### src/rtl/btn_conditioner_if.sv
// Button bundle between the board pins and the fan controller.
// The master drives the raw pin levels; the slave (the conditioner) returns
// the cleaned levels and the event pulses.
interface btn_conditioner_if #(
  parameter int N_BTN = 4
);
  logic [N_BTN-1:0] btn_raw;
  logic [N_BTN-1:0] btn_lvl;
  logic [N_BTN-1:0] btn_pedge;
  logic [N_BTN-1:0] btn_nedge;
  logic [N_BTN-1:0] long_p;
  logic [N_BTN-1:0] rep_p;

  modport master (
    output btn_raw,
    input  btn_lvl, btn_pedge, btn_nedge, long_p, rep_p
  );

  modport slave (
    input  btn_raw,
    output btn_lvl, btn_pedge, btn_nedge, long_p, rep_p
  );
endinterface

### src/rtl/btn_conditioner.sv
// Push-button front end: synchronise, debounce on a shared ms tick, then
// derive press/release edges, a long-press pulse and auto-repeat pulses.
// One btn_chan instance per button; the prescaler and synchroniser are shared.

module btn_chan #(
  parameter int DEB_TICKS  = 10,
  parameter int LONG_TICKS = 1000,
  parameter int REP_TICKS  = 200,
  parameter bit REP_EN     = 1'b1
) (
  input  logic clk,
  input  logic reset_p,
  input  logic tick_i,
  input  logic sync_i,
  output logic lvl_o,
  output logic pedge_o,
  output logic nedge_o,
  output logic long_o,
  output logic rep_o
);
  localparam int DW   = (DEB_TICKS > 1) ? $clog2(DEB_TICKS) : 1;
  localparam int HMAX = (LONG_TICKS > REP_TICKS) ? LONG_TICKS : REP_TICKS;
  localparam int HW   = (HMAX > 1) ? $clog2(HMAX) : 1;

  typedef enum logic [1:0] {IDLE, PRESSED, HELD} st_t;

  logic [DW-1:0] deb_q, deb_d;
  logic          lvl_q, lvl_d;
  logic          pedge_q, pedge_d, nedge_q, nedge_d;
  logic          flip;
  st_t           st_q, st_d;
  logic [HW-1:0] hold_q, hold_d;
  logic          long_q, long_d, rep_q, rep_d;

  // Debounce: count ticks while the synced pin disagrees with the level;
  // any agreement restarts the window.
  always_comb begin
    deb_d = deb_q;
    lvl_d = lvl_q;
    flip  = 1'b0;
    if (sync_i == lvl_q) begin
      deb_d = '0;
    end else if (tick_i) begin
      if (deb_q == DW'(DEB_TICKS - 1)) begin
        flip  = 1'b1;
        deb_d = '0;
        lvl_d = sync_i;
      end else begin
        deb_d = deb_q + DW'(1);
      end
    end
    pedge_d = flip & sync_i;
    nedge_d = flip & ~sync_i;
  end

  // Hold FSM looks at the next level so a release landing on a terminal
  // tick suppresses long/repeat in that same cycle.
  always_comb begin
    st_d   = st_q;
    hold_d = hold_q;
    long_d = 1'b0;
    rep_d  = 1'b0;
    case (st_q)
      IDLE: begin
        if (lvl_d) begin
          st_d   = PRESSED;
          hold_d = '0;
        end
      end
      PRESSED: begin
        if (!lvl_d) begin
          st_d = IDLE;
        end else if (tick_i) begin
          if (hold_q == HW'(LONG_TICKS - 1)) begin
            long_d = 1'b1;
            hold_d = '0;
            st_d   = HELD;
          end else begin
            hold_d = hold_q + HW'(1);
          end
        end
      end
      HELD: begin
        if (!lvl_d) begin
          st_d = IDLE;
        end else if (tick_i) begin
          if (hold_q == HW'(REP_TICKS - 1)) begin
            rep_d  = REP_EN;
            hold_d = '0;
          end else begin
            hold_d = hold_q + HW'(1);
          end
        end
      end
      default: st_d = IDLE;
    endcase
  end

  // Channel state; reset drops everything without emitting a pulse.
  always_ff @(posedge clk or negedge reset_p) begin
    if (!reset_p) begin
      deb_q   <= '0;
      lvl_q   <= 1'b0;
      pedge_q <= 1'b0;
      nedge_q <= 1'b0;
      st_q    <= IDLE;
      hold_q  <= '0;
      long_q  <= 1'b0;
      rep_q   <= 1'b0;
    end else begin
      deb_q   <= deb_d;
      lvl_q   <= lvl_d;
      pedge_q <= pedge_d;
      nedge_q <= nedge_d;
      st_q    <= st_d;
      hold_q  <= hold_d;
      long_q  <= long_d;
      rep_q   <= rep_d;
    end
  end

  assign lvl_o   = lvl_q;
  assign pedge_o = pedge_q;
  assign nedge_o = nedge_q;
  assign long_o  = long_q;
  assign rep_o   = rep_q;
endmodule

module btn_conditioner #(
  parameter int N_BTN      = 4,
  parameter int TICK_CYC   = 100000,
  parameter int DEB_TICKS  = 10,
  parameter int LONG_TICKS = 1000,
  parameter int REP_TICKS  = 200,
  parameter bit REP_EN     = 1'b1
) (
  input logic              clk,
  input logic              reset_p,
  btn_conditioner_if.slave bus
);
  localparam int PW = (TICK_CYC > 1) ? $clog2(TICK_CYC) : 1;

  logic [PW-1:0]    pre_q, pre_d;
  logic             tick;
  logic [N_BTN-1:0] s1_q, s2_q;
  logic [N_BTN-1:0] lvl, pedge, nedge, lng, rep;

  assign tick  = (pre_q == PW'(TICK_CYC - 1));
  assign pre_d = tick ? '0 : pre_q + PW'(1);

  // Free-running tick prescaler and two-flop pin synchroniser.
  always_ff @(posedge clk or negedge reset_p) begin
    if (!reset_p) begin
      pre_q <= '0;
      s1_q  <= '0;
      s2_q  <= '0;
    end else begin
      pre_q <= pre_d;
      s1_q  <= bus.btn_raw;
      s2_q  <= s1_q;
    end
  end

  btn_chan #(
    .DEB_TICKS (DEB_TICKS),
    .LONG_TICKS(LONG_TICKS),
    .REP_TICKS (REP_TICKS),
    .REP_EN    (REP_EN)
  ) u_chan [N_BTN-1:0] (
    .clk    (clk),
    .reset_p(reset_p),
    .tick_i (tick),
    .sync_i (s2_q),
    .lvl_o  (lvl),
    .pedge_o(pedge),
    .nedge_o(nedge),
    .long_o (lng),
    .rep_o  (rep)
  );

  assign bus.btn_lvl   = lvl;
  assign bus.btn_pedge = pedge;
  assign bus.btn_nedge = nedge;
  assign bus.long_p    = lng;
  assign bus.rep_p     = rep;
endmodule

### src/flat_wrapper.sv
// flat-port wrapper written by rule: the top's interface ports become plain ports
module btn_conditioner_flat 
#(
  parameter int N_BTN      = 4,
  parameter int TICK_CYC   = 100000,
  parameter int DEB_TICKS  = 10,
  parameter int LONG_TICKS = 1000,
  parameter int REP_TICKS  = 200,
  parameter bit REP_EN     = 1'b1
)
  (clk, reset_p, bus_btn_raw, bus_btn_lvl, bus_btn_pedge, bus_btn_nedge, bus_long_p, bus_rep_p);
  btn_conditioner_if #(.N_BTN(N_BTN)) bus_i ();
  input logic clk;
  input logic reset_p;
  input wire logic [$bits(bus_i.btn_raw)-1:0] bus_btn_raw;
  output wire logic [$bits(bus_i.btn_lvl)-1:0] bus_btn_lvl;
  output wire logic [$bits(bus_i.btn_pedge)-1:0] bus_btn_pedge;
  output wire logic [$bits(bus_i.btn_nedge)-1:0] bus_btn_nedge;
  output wire logic [$bits(bus_i.long_p)-1:0] bus_long_p;
  output wire logic [$bits(bus_i.rep_p)-1:0] bus_rep_p;
  assign bus_i.btn_raw = bus_btn_raw;
  assign bus_btn_lvl = bus_i.btn_lvl;
  assign bus_btn_pedge = bus_i.btn_pedge;
  assign bus_btn_nedge = bus_i.btn_nedge;
  assign bus_long_p = bus_i.long_p;
  assign bus_rep_p = bus_i.rep_p;
  btn_conditioner #(.N_BTN(N_BTN), .TICK_CYC(TICK_CYC), .DEB_TICKS(DEB_TICKS), .LONG_TICKS(LONG_TICKS), .REP_TICKS(REP_TICKS), .REP_EN(REP_EN)) u_core (.clk(clk), .reset_p(reset_p), .bus(bus_i));
endmodule
### config.mk
export PLATFORM = sky130hd
export DESIGN_NAME = btn_conditioner_flat
export DESIGN_NICKNAME = d
export VERILOG_FILES = /design/src/rtl/btn_conditioner_if.sv /design/src/rtl/btn_conditioner.sv /design/src/flat_wrapper.sv
export SDC_FILE = /design/constraint.sdc
export NUM_CORES = 1
export LEC_CHECK = 0
export BUFFER_PORTS_ARGS = -buffer_cell sky130_fd_sc_hd__clkbuf_2
export CAP_MARGIN = 20
export CORE_MARGIN = 5
export CORE_UTILIZATION = 23
export CTS_CLUSTER_DIAMETER = 100
export DETAILED_ROUTE_END_ITERATION = 8
export GPL_ROUTABILITY_DRIVEN = 0
export PLACE_DENSITY_LB_ADDON = 0.25
export SLEW_MARGIN = 20
export SYNTH_ARGS = -nofsm -noshare
export SYNTH_HDL_FRONTEND = slang
export SYNTH_SLANG_ARGS = --single-unit
### constraint.sdc
create_clock -name clk -period 6 [get_ports clk]
set_clock_uncertainty 0.1 [all_clocks]
set_input_delay 1.2 -clock clk [delete_from_list [all_inputs] [get_ports clk]]
set_output_delay 1.2 -clock clk [all_outputs]
set_load 0.03 [all_outputs]
; Yosys cells after proc, flatten, opt, wreduce, memory -nomap -nowiden
; Index checks and enable logic that the tools add are counted.
[classes]
add_sub_neg = 9
n_eq_ne = 57
mux = 125
bitwise = 12
reduce_logical = 20
[ops]
columns = cell, count
row1 = 10-bit two-way mux, 28
row2 = 10-bit one-hot mux with 3 select lines, 4
row3 = 1-bit two-way mux, 56
row4 = 4-bit two-way mux, 12
row5 = "10-bit by 1-bit adder with 10-bit output, second input constant", 4
row6 = "10-bit == test, second input constant", 4
row7 = "10-bit by 8-bit == test with 1-bit output, second input constant", 4
row8 = 2-bit two-way mux, 20
row9 = "2-bit inequality test, second input constant", 16
row10 = 2-bit one-hot mux with 3 select lines, 4
row11 = 6-bit AND reduction, 4
row12 = "17-bit by 1-bit adder with 17-bit output, second input constant", 1
row13 = "17-bit == test, second input constant", 1
row14 = 17-bit two-way mux, 1
row15 = "4-bit by 1-bit adder with 4-bit output, second input constant", 4
row16 = "4-bit == test, second input constant", 4
row17 = "2-bit by 1-bit inequality test with 1-bit output, second input constant", 8
row18 = 4-bit AND reduction, 4
row19 = "3-bit by 2-bit inequality test with 1-bit output, second input constant", 4
row20 = "3-bit inequality test, second input constant", 4
row21 = 3-bit nonzero test, 4
row22 = 1-bit bitwise AND, 8
row23 = "2-bit by 1-bit == test with 1-bit output, second input constant", 4
row24 = "2-bit == test, second input constant", 4
row25 = 4 further kinds, 16
[totals]
register_bits = 109
input_bits = 6
output_inout_bits = 20
elab_cells = 258

; Longest topological paths before layout
; Gate-level depths: netlist of run 1.
[logic_depth]
depth_word = 6
ltp_mapped = 10
mapped_depth_nobuf = 8

; Cells and area by module
; From an unflattened synthesis of run 1, not the netlist that was laid out.
[unflattened]
cells_unflattened = 569
hier_area_um2 = 5845.6
[modules_own_cells]
columns = module, instances, cells_each, area_each_um2, seq_area_each_um2
row1 = btn_chan (u_core.u_chan[0] ...), 3, 122, 1206.2, 525.5
row2 = btn_chan (u_core.u_chan[1]), 1, 121, 1233.7, 525.5
row3 = btn_conditioner, 1, 82, 993.5, 625.6

; Worst setup path after synthesis of run 1
; No wires, ideal clock.
[synth_timing]
path_type = reg2reg
start = register u_core.pre_q[0]
end = register u_core.u_chan[1].hold_q[8]
setup_ps = 104
arrival_time_ps = 2070
required_time_ps = 5796
path_slack_ps = 3726
path_stages_with_launch = 11
path_buffers = 3
period_less_slack_ps = 2274
cell_sequence = dfrtp_1 -> ha_1 -> and4_1 -> buf_4 -> and4_4 -> buf_6 -> a21boi_2 -> o21ai_1 -> or2_1 -> buf_2 -> o41ai_2
[synth_via]
elab_chain_cells = 5
elab_cells_between_ends = 9
cone_classes = 6 x eq/ne / 2 x mux / 1 x reduce/logical
[synth_lines]
columns = item, line_no
row1 = start: declaration, btn_conditioner.sv:143  ; logic [PW-1:0] pre_q, pre_d;
row2 = start signal: assignment, btn_conditioner.sv:158  ; pre_q <= pre_d;
row3 = 17-bit == test (*), btn_conditioner.sv:148  ; assign tick = (pre_q == PW'(TICK_CYC - 1));
row4 = 1-bit two-way mux, btn_conditioner.sv:43  ; end else if (tick_i) begin
row5 = 1-bit two-way mux, btn_conditioner.sv:41  ; if (sync_i == lvl_q) begin
row6 = 2-bit inequality test (no source line), -
row7 = 6-bit AND reduction (no source line) (*), -
row8 = end signal: assignment, btn_conditioner.sv:116  ; hold_q <= hold_d;
row9 = end: declaration, btn_conditioner.sv:32  ; logic [HW-1:0] hold_q, hold_d;
; Every way passes the cells marked *; elsewhere a longest branch is shown, timed or not.
; A chain may end at the register's enable or synchronous reset.

; Worst setup path in the final report of run 1
[layout_timing]
start = register u_core.pre_q[0]
end = register u_core.u_chan[2].hold_q[5]
[layout_via]
elab_chain_cells = 5
elab_cells_between_ends = 9
cone_classes = 6 x eq/ne / 2 x mux / 1 x reduce/logical
[layout_lines]
columns = item, line_no
row1 = 17-bit == test (*), btn_conditioner.sv:148
row2 = 1-bit two-way mux, btn_conditioner.sv:43
row3 = 1-bit two-way mux, btn_conditioner.sv:41
row4 = 2-bit inequality test (no source line), -
row5 = 6-bit AND reduction (no source line) (*), -
row6 = end signal: assignment, btn_conditioner.sv:116
row7 = end: declaration, btn_conditioner.sv:32
; Marked as above.

==> results.txt, run 1 <==
The clock drives 109 sinks. The total number of vias is between 4000 and 5000. The async set-or-reset flop fraction in the synthesized netlist is 100.0%. The number of vias per cell after detailed routing is 4.477. The number of library cell types mapped by synthesis is 62. The initial antenna violation count came to 0. Clock-pin slew was measured on the worst setup and hold paths at about 0.070 ns.

The latest clock arrival within the worst-skew pair came out at 0.36 ns. The die covers 28720 sq um. The number of flops mapped to enable cells by yosys came out at 0.

Timing would allow up to 330.5 MHz. STA classifies the critical path startpoint as a flip-flop. The count of buffers from port buffering is 25.

Counting the buffers created by CTS gives 9. Setup violations remaining at the end of the flow were counted as 0. TritonCTS built the clock tree. The number of pins with negative max-slew slack in the final report came out at 0. The number of flip-flops and latches in the synthesized netlist came out at about 110. The reg-to-reg setup timing slack is 2.97 ns. The warning count from the yosys run came out at 0. The repair_antennas step left the layout with diodes totalling 0. Cells fill 25.86% of the core in the end. The initial core utilization came out at 23.30%. The H-tree was split into 3 levels. The number of I/O pins came out at 26.

The number of DRC markers after the initial detailed-route iteration came out at 192. The flow ran to the end, and the final reports show no timing, DRC or antenna violations. The net count after synthesis is approximately 630. The synthesized netlist cell count is 600. The worst register-to-register path begins at u_core.pre_q[0]. The die is around 170 um tall. The final routed wirelength across all metal layers came out at 11750 um. The number of global-route vias before repair is 4094. The maximum fanout along the worst path came out at 36.

The synthesized area per cell came out at 9.749 sq um. In this run the worst hold path is classified as flip-flop to flip-flop. The slew at the pin closest to its max-slew limit is 0.8326 ns. The count of endpoints failing hold in the final timing report is 0. Summed over all failing endpoints, the final setup total negative slack is 0 ns.

Across every metal layer, demand over resource in global routing totals 8.528%. The average routed wire per standard cell came out at 12.53 um. Dividing total power by cell area gives a power density of 221.0 nW/um^2. The time the final worst path needs with I/O delays and setup is around 3.0 ns. The max-slew headroom at the worst pin came out at 44.12%. The post-route netlist has 10.20% of its cells at a drive strength greater than 1. In this run the standard cell core region covers 25110 sq um. The quantity of hold-fixing buffers added after cts is 0.

The area growth from synthesis to final layout is 10.99%. The cell area reported after detailed placement came out at 6162 sq um. The pin count of the biggest net entering global routing came out at 62. After global routing the overflow that remains totals 0. The largest vdd supply drop is 0.09269 mV. For this run, design rule violations remaining after detail routing come to 0.

The flip-flop cell with the highest count after synthesis is sky130_fd_sc_hd__dfrtp_1. The number of buffers added for setup after CTS is 0. In this run the deepest clock path goes through 2 buffers.

The share of the Yosys chip area taken by registers is 46.63%. Of the available clock period, the critical path in the final layout requires 50.43%. The depth of the most critical reg-to-reg path is 7.

The post-DP HPWL came out at 7985 um. The end point of the critical path is u_core.u_chan[2].hold_q[5]. The nature of the critical path endpoint is a flip-flop.

The synthesized cell area came out at 5849 sq um. The arrival time of the worst setup path is 3.17 ns. For this design the static power due to leakage is 2.926 nW. The count of instances resized after the clock tree is built is 0. Row generation in the floorplan step produced 58 rows.

The first global-routing pass estimated 20330 um of wire. Setup repair after global routing left no endpoint under its margin. From left edge to right edge, the die measures 169.5 um. The final layout contains 634 nets.

The overall power after layout is 1.435 mW. The first detailed-routing pass took 4 iterations. The most critical setup path has its startpoint at u_core.pre_q[0]. The critical path in this run is classified as flip-flop to flip-flop. The root buffer cell is sky130_fd_sc_hd__clkbuf_16. The endpoint identified for the worst register-to-register timing path is u_core.u_chan[2].hold_q[5]. The required time of the worst setup path came out at 6.15 ns.

The cell area after layout came out at 6492 sq um. The count of maximum capacitance violations came out at 0. The number of antenna-violating nets in the routed design is 0.
[cell families (layout without fill, tap and decap cells)]
logic type / count (synthesis) / in the layout / synth area share [%]
xor+xnor: 18 / 18 / 2.695
buf+inv: 62 / 70 / 5.883
compound gates: 122 / 122 / 13.93
mux: 17 / 17 / 2.930
flops: 109 / 109 / 46.63
simple gates: 247 / 247 / 22.59
fa+ha+maj: 25 / 25 / 5.348
[through the flow]
stage          hold WS [ns]  setup WS, ns  instances
3_3_place_gp         0.2358         2.957        922
2_1_floorplan        0.2312         3.726        600
4_1_cts              0.2528         2.883        938
6_report             0.2520         2.974        938
5_1_grt              0.2703         2.657        938
3_5_place_dp         0.2363         2.902        922
[worst min path at each step]
| stage | from | end | slack [ns] | depth (start not counted) |
|---|---|---|---|---|
| 4_1_cts | u_core.s1_q[1] | u_core.s2_q[1] | 0.25 | 0 |
| 5_1_grt | u_core.s1_q[2] | u_core.s2_q[2] | 0.27 | 0 |
| 2_1_floorplan | u_core.s1_q[0] | u_core.s2_q[0] | 0.23 | 0 |
| 3_3_place_gp | u_core.s1_q[2] | u_core.s2_q[2] | 0.24 | 0 |
| 3_5_place_dp | u_core.s1_q[1] | u_core.s2_q[1] | 0.24 | 0 |
| 6_report | u_core.s1_q[1] | u_core.s2_q[1] | 0.25 | 0 |
[registers in the layout (all words and copies together), names as in the netlist, 8 cells and up]
register,flops
u_core.u_chan.st_q,8
u_core.u_chan.hold_q,40
u_core.u_chan.deb_q,16
u_core.pre_q,17
[worst max-delay path: stages, from the launching register on]
cell and delay, ns:
sky130_fd_sc_hd__dfrtp_1 0.39, sky130_fd_sc_hd__ha_1 0.21, sky130_fd_sc_hd__and4_1 0.32, sky130_fd_sc_hd__and4_4 0.53, sky130_fd_sc_hd__mux2i_1 0.21, sky130_fd_sc_hd__a21oi_1 0.67
sky130_fd_sc_hd__o21ai_0 0.21, sky130_fd_sc_hd__a22o_1 0.27
[cell type report]
type                       instances  area [sq um]
fill                            2734         18620
multi-input combinational        429          2778
sequential                       109          2728
tap                              330         412.9
clock buffer                      10         239.0
timing repair buffer              27         142.6
inverter                          27         101.3
clock inverter                     6         91.34
[synthesized netlist by cell type (3+ instances only)]
master	instances	area, sq um
sky130_fd_sc_hd__buf_4	23	172.7
sky130_fd_sc_hd__inv_1	27	101.4
sky130_fd_sc_hd__dfrtp_1	109	2728
sky130_fd_sc_hd__nor2_1	58	217.7
sky130_fd_sc_hd__a22o_1	15	131.4
sky130_fd_sc_hd__and4_1	3	26.28
sky130_fd_sc_hd__and3_1	30	187.7
sky130_fd_sc_hd__ha_1	25	312.8
sky130_fd_sc_hd__mux2i_1	16	160.2
sky130_fd_sc_hd__nand3_1	23	115.1
sky130_fd_sc_hd__o31ai_2	4	50.05
sky130_fd_sc_hd__and2_1	4	25.02
sky130_fd_sc_hd__nand2b_1	6	37.54
sky130_fd_sc_hd__xnor2_1	10	87.58
sky130_fd_sc_hd__buf_2	8	40.04
sky130_fd_sc_hd__a21oi_1	21	105.1
sky130_fd_sc_hd__nor3_1	14	70.07
sky130_fd_sc_hd__nor4_1	5	31.28
sky130_fd_sc_hd__o31ai_1	9	67.56
sky130_fd_sc_hd__nor3b_1	11	82.58
sky130_fd_sc_hd__o211ai_1	4	30.03
sky130_fd_sc_hd__nand2_1	53	198.9
sky130_fd_sc_hd__o22a_1	3	26.28
sky130_fd_sc_hd__nand4_1	3	18.77
sky130_fd_sc_hd__o21ai_0	44	220.2
sky130_fd_sc_hd__nor2b_1	12	75.07
sky130_fd_sc_hd__a21o_1	3	22.52
sky130_fd_sc_hd__and4bb_2	3	37.54
sky130_fd_sc_hd__or3_1	3	18.77
sky130_fd_sc_hd__xor2_1	8	70.07
[report_power, final]
group | internal (mW) | switching [mW] | leakage (nW)
clock | 0.382 | 0.294 | 0.164
combinational | 0.00300 | 0.0164 | 1.27
sequential | 0.737 | 0.00293 | 1.49
[layout by cell type, fill, tap and decap left out, drive strengths merged, types with 2 or more instances in the layout]
master and instances:
xnor2 10, inv 30, a41oi 2, nand2 53
nand2b 6, and4b 2, bufinv 2, o22ai 2
o21ai 46, and4bb 3, or2 4, or3 3
nor2b 12, nor2 58, nor3 15, nor4 5
clkbuf 34, dfrtp 109, and4 4, nand4 4
o2bb2ai 2, a21oi 22, xor2 8, o211ai 4
mux2i 16, o31ai 13, buf 3, ha 25
nor4b 2, or4 2, nand3 23, a22o 15
nor3b 11, o22a 3, and3 30, o221ai 2
a21o 3, and2 5, o41ai 2
[layer usage]
metal / track usage, % / vias to the layer above / part of all wire [%]
met3: 1.957 / 14 / 2.2
met1: 11.46 / 2042 / 50
li1: - / 2111 / -
met2: 13.47 / 32 / 46
met5: 0 / - / 0
met4: 3.150 / 0 / 1.7
Power figures use the tool's default switching activity.
==> run 2: changes to the inputs <==
==> constraint.sdc (replaced) <==
create_clock -name clk -period 2.65 [get_ports clk]
set_clock_uncertainty 0.1 [all_clocks]
set_input_delay 0.53 -clock clk [delete_from_list [all_inputs] [get_ports clk]]
set_output_delay 0.53 -clock clk [all_outputs]
set_load 0.03 [all_outputs]
==> results.txt, run 2 (synthesized netlist as in run 1, its figures left out) <==
The number of DRC markers after the initial detailed-route iteration is 238 (was 192). The final count of negative-setup-slack endpoints is 0 (unchanged). The required time of the worst setup path came out at 2.81 ns (was 6.15 ns). The count of instances resized after the clock tree is built is 0 (unchanged).

The aggregate global-route resource usage came out at 9.187% (was 8.528%). The depth of the most critical reg-to-reg path is 6 (was 7). The number of I/O pins is 26 (unchanged). The length of the first detailed-routing pass in iterations came out at 4 (unchanged).

The number of vias per cell after detailed routing is 4.435 (was 4.477). The count of nets after finishing came out at 658 (was 634). The total of fill cells in the finished design is 2694 (was 2734). The timing-limited maximum frequency came out at 416.4 MHz (was 330.5 MHz).

The number of global-route vias before repair is 4225 (was 4094). The final total negative setup slack is 0 ns (unchanged). The count of maximum capacitance violations came out at 0 (unchanged).

The share of the clock period used by the worst path is 90.63% (was 50.43%). The pin count of the biggest net entering global routing is 44 (was 62). The cell area after layout came out at 6679 sq um (was 6492 sq um).

The category of the worst setup path launch point is a flip-flop (unchanged). The initial antenna violation count is 0 (unchanged). The register name with the most flops was u_core.u_chan.hold_q (unchanged). The root buffer cell was sky130_fd_sc_hd__clkbuf_16 (unchanged). The height of the chip is 169.5 um (unchanged). The maximum clock insertion buffer count is 2 (unchanged). The total power density per cell area came out at 455.0 nW/um^2 (was 221.0 nW/um^2). The most common cell after layout, fill and taps aside is sky130_fd_sc_hd__dfrtp_1 (unchanged). The nature of the critical path endpoint was a flip-flop (unchanged).

The number of buffers added for setup after CTS is 0 (unchanged). The floorplan core area came out at 25110 sq um (unchanged). The clock transition at the registers of the reported paths came to 0.08 ns (was 0.07 ns). The post-DP HPWL is 8674 um (was 7985 um). The maximum level of the CTS H-tree is 3 (unchanged). The site row count is 58 (unchanged).

The number of pins with negative max-slew slack in the final report is 0 (unchanged). The area growth from synthesis to final layout is 14.18% (was 10.99%). The initial core utilization is 23.30% (unchanged). Outcome: complete, no violations (unchanged). The setup slack at placement is 0.1238 ns (was 2.902 ns). The total number of vias is 4262 (was 4199). The final routed wirelength across all metal layers is 12380 um (was 11750 um).

The CTS tree is yes (unchanged). The arrival time of the worst setup path was 2.56 ns (was 3.17 ns). The area occupied by multi-input gates is 2799 sq um (was 2778 sq um). The die footprint is 28720 sq um (unchanged). The count of buffers from port buffering came out at 25 (unchanged). The TritonCTS sink count came out at 109 (unchanged). The remaining design rule violation count was 0 (unchanged). The flip-flop count of the largest register after layout came out at 40 (unchanged).

The largest vdd supply drop came to 0.2342 mV (was 0.09269 mV). Unrepaired setup endpoints after global routing: false (unchanged). The overflow left after global routing is 0 (unchanged).

The total leakage power was 3.040 nW (was 2.926 nW). The ratio of cells with drive above 1 in the final layout is 13.79% (was 10.20%). The number of diodes added for antenna fixing is 0 (unchanged). The highest cell delay on the worst timing path came out at 0.46 ns (was 0.67 ns).

The number of antenna-violating nets in the routed design came to 0 (unchanged). The worst-case setup margin in the final layout came out at 0.2483 ns (was 2.974 ns). The count of endpoints failing hold in the final timing report is 0 (unchanged). The TritonCTS buffer count was 9 (unchanged). Most frequent cells in the layout: 109 x sky130_fd_sc_hd__dfrtp_1, 58 x sky130_fd_sc_hd__nor2_1, 53 x sky130_fd_sc_hd__nand2_1 (unchanged). The combined flip-flop and latch cell area came out at 2728 sq um (unchanged).

The kind of critical path is flip-flop to flip-flop (unchanged). The quantity of hold-fixing buffers added after cts came out at 0 (unchanged). The wire length of the first global-routing pass is 21720 um (was 20330 um).

The max-slew headroom at the worst pin came out at 59.79% (was 44.12%). The time the final worst path needs with I/O delays and setup came out at 2.402 ns (was 3.026 ns). The hold slack came out at 0.07544 ns (was 0.2520 ns). The cell area reported after detailed placement came out at 6380 sq um (was 6162 sq um). Biggest regs: u_core.u_chan.hold_q (40), u_core.pre_q (17), u_core.u_chan.deb_q (16) (unchanged).

Critical-path cell list: nor4b_2 -> and4_4 -> mux2i_1 -> a21o_1 -> or2_1 -> o31ai_2 (was ha_1 -> and4_1 -> and4_4 -> mux2i_1 -> a21oi_1 -> o21ai_0 -> a22o_1). The width of the chip is 169.5 um (unchanged). The latest clock arrival within the worst-skew pair is 0.35 ns (was 0.36 ns). The maximum fanout along the worst path is 15 (was 36). The average routed wire per standard cell was 12.88 um (was 12.53 um).

The slew at the pin closest to its max-slew limit is 0.6032 ns (was 0.8326 ns). The class of the most critical hold timing path is input pin to asynchronous set/reset pin (was flip-flop to flip-flop). The cell at the slowest stage of the critical path is sky130_fd_sc_hd__nor4b_2 (was sky130_fd_sc_hd__a21oi_1).
-- run 2: worst max-delay path: cells and delay by family (launching register included) --
kind               cells  cell delay (ns)
and+or+nand+nor        3             1.26
DFF                    1             0.42
muxes                  1             0.10
AOI/OAI and AO/OA      2             0.43
-- run 2: path summary, 6_finish.rpt --
check / startpoint / slack [ns] / end
worst max-delay path: u_core.pre_q[11] / 0.25 / u_core.u_chan[0].hold_q[6]
worst max register to register: u_core.pre_q[11] / 0.25 / u_core.u_chan[0].hold_q[6]
worst min-delay path: reset_p / 0.08 / u_core.u_chan[2].hold_q[7]
min in group clk: bus_btn_raw[1] / 0.18 / u_core.s1_q[1]
worst min register to register: u_core.s1_q[1] / 0.25 / u_core.s2_q[1]
max in group asynchronous: reset_p / 1.70 / u_core.pre_q[14]
-- run 2: report_power, final --
group	internal (mW)	switching, mW
Combinational	0.0117	0.0383
Clock	0.686	0.628
Sequential	1.67	0.00652
Total	2.37	0.673
-- run 2: cell type report --
cell class	instances	share of cell area, %
multi-input cells	429	41.91
clock buffers	12	3.840
inverters	27	1.517
flip-flops and latches	109	40.84
well taps	330	6.182
repair buffers	51	5.395
clock inverters	3	0.3185
-- run 2: per-stage QoR --
| step | utilization (%) | power, mW | std cells |
|---|---|---|---|
| 2_1_floorplan | - | 1.711 | 600 |
| 3_3_place_gp | 25.41 | 1.763 | 946 |
| 3_5_place_dp | 25.41 | 1.763 | 946 |
| 4_1_cts | 26.51 | 3.092 | 961 |
| 5_1_grt | 26.60 | 3.167 | 961 |
| 6_report | 26.60 | 3.039 | 961 |
-- run 2: per-layer routing --
| metal | share of wire [%] | GRT usage, % |
|---|---|---|
| met1 | 50 | 12.42 |
| met2 | 46 | 14.75 |
| met3 | 2.5 | 2.096 |
| met4 | 1.3 | 2.730 |
| met5 | 0 | 0 |
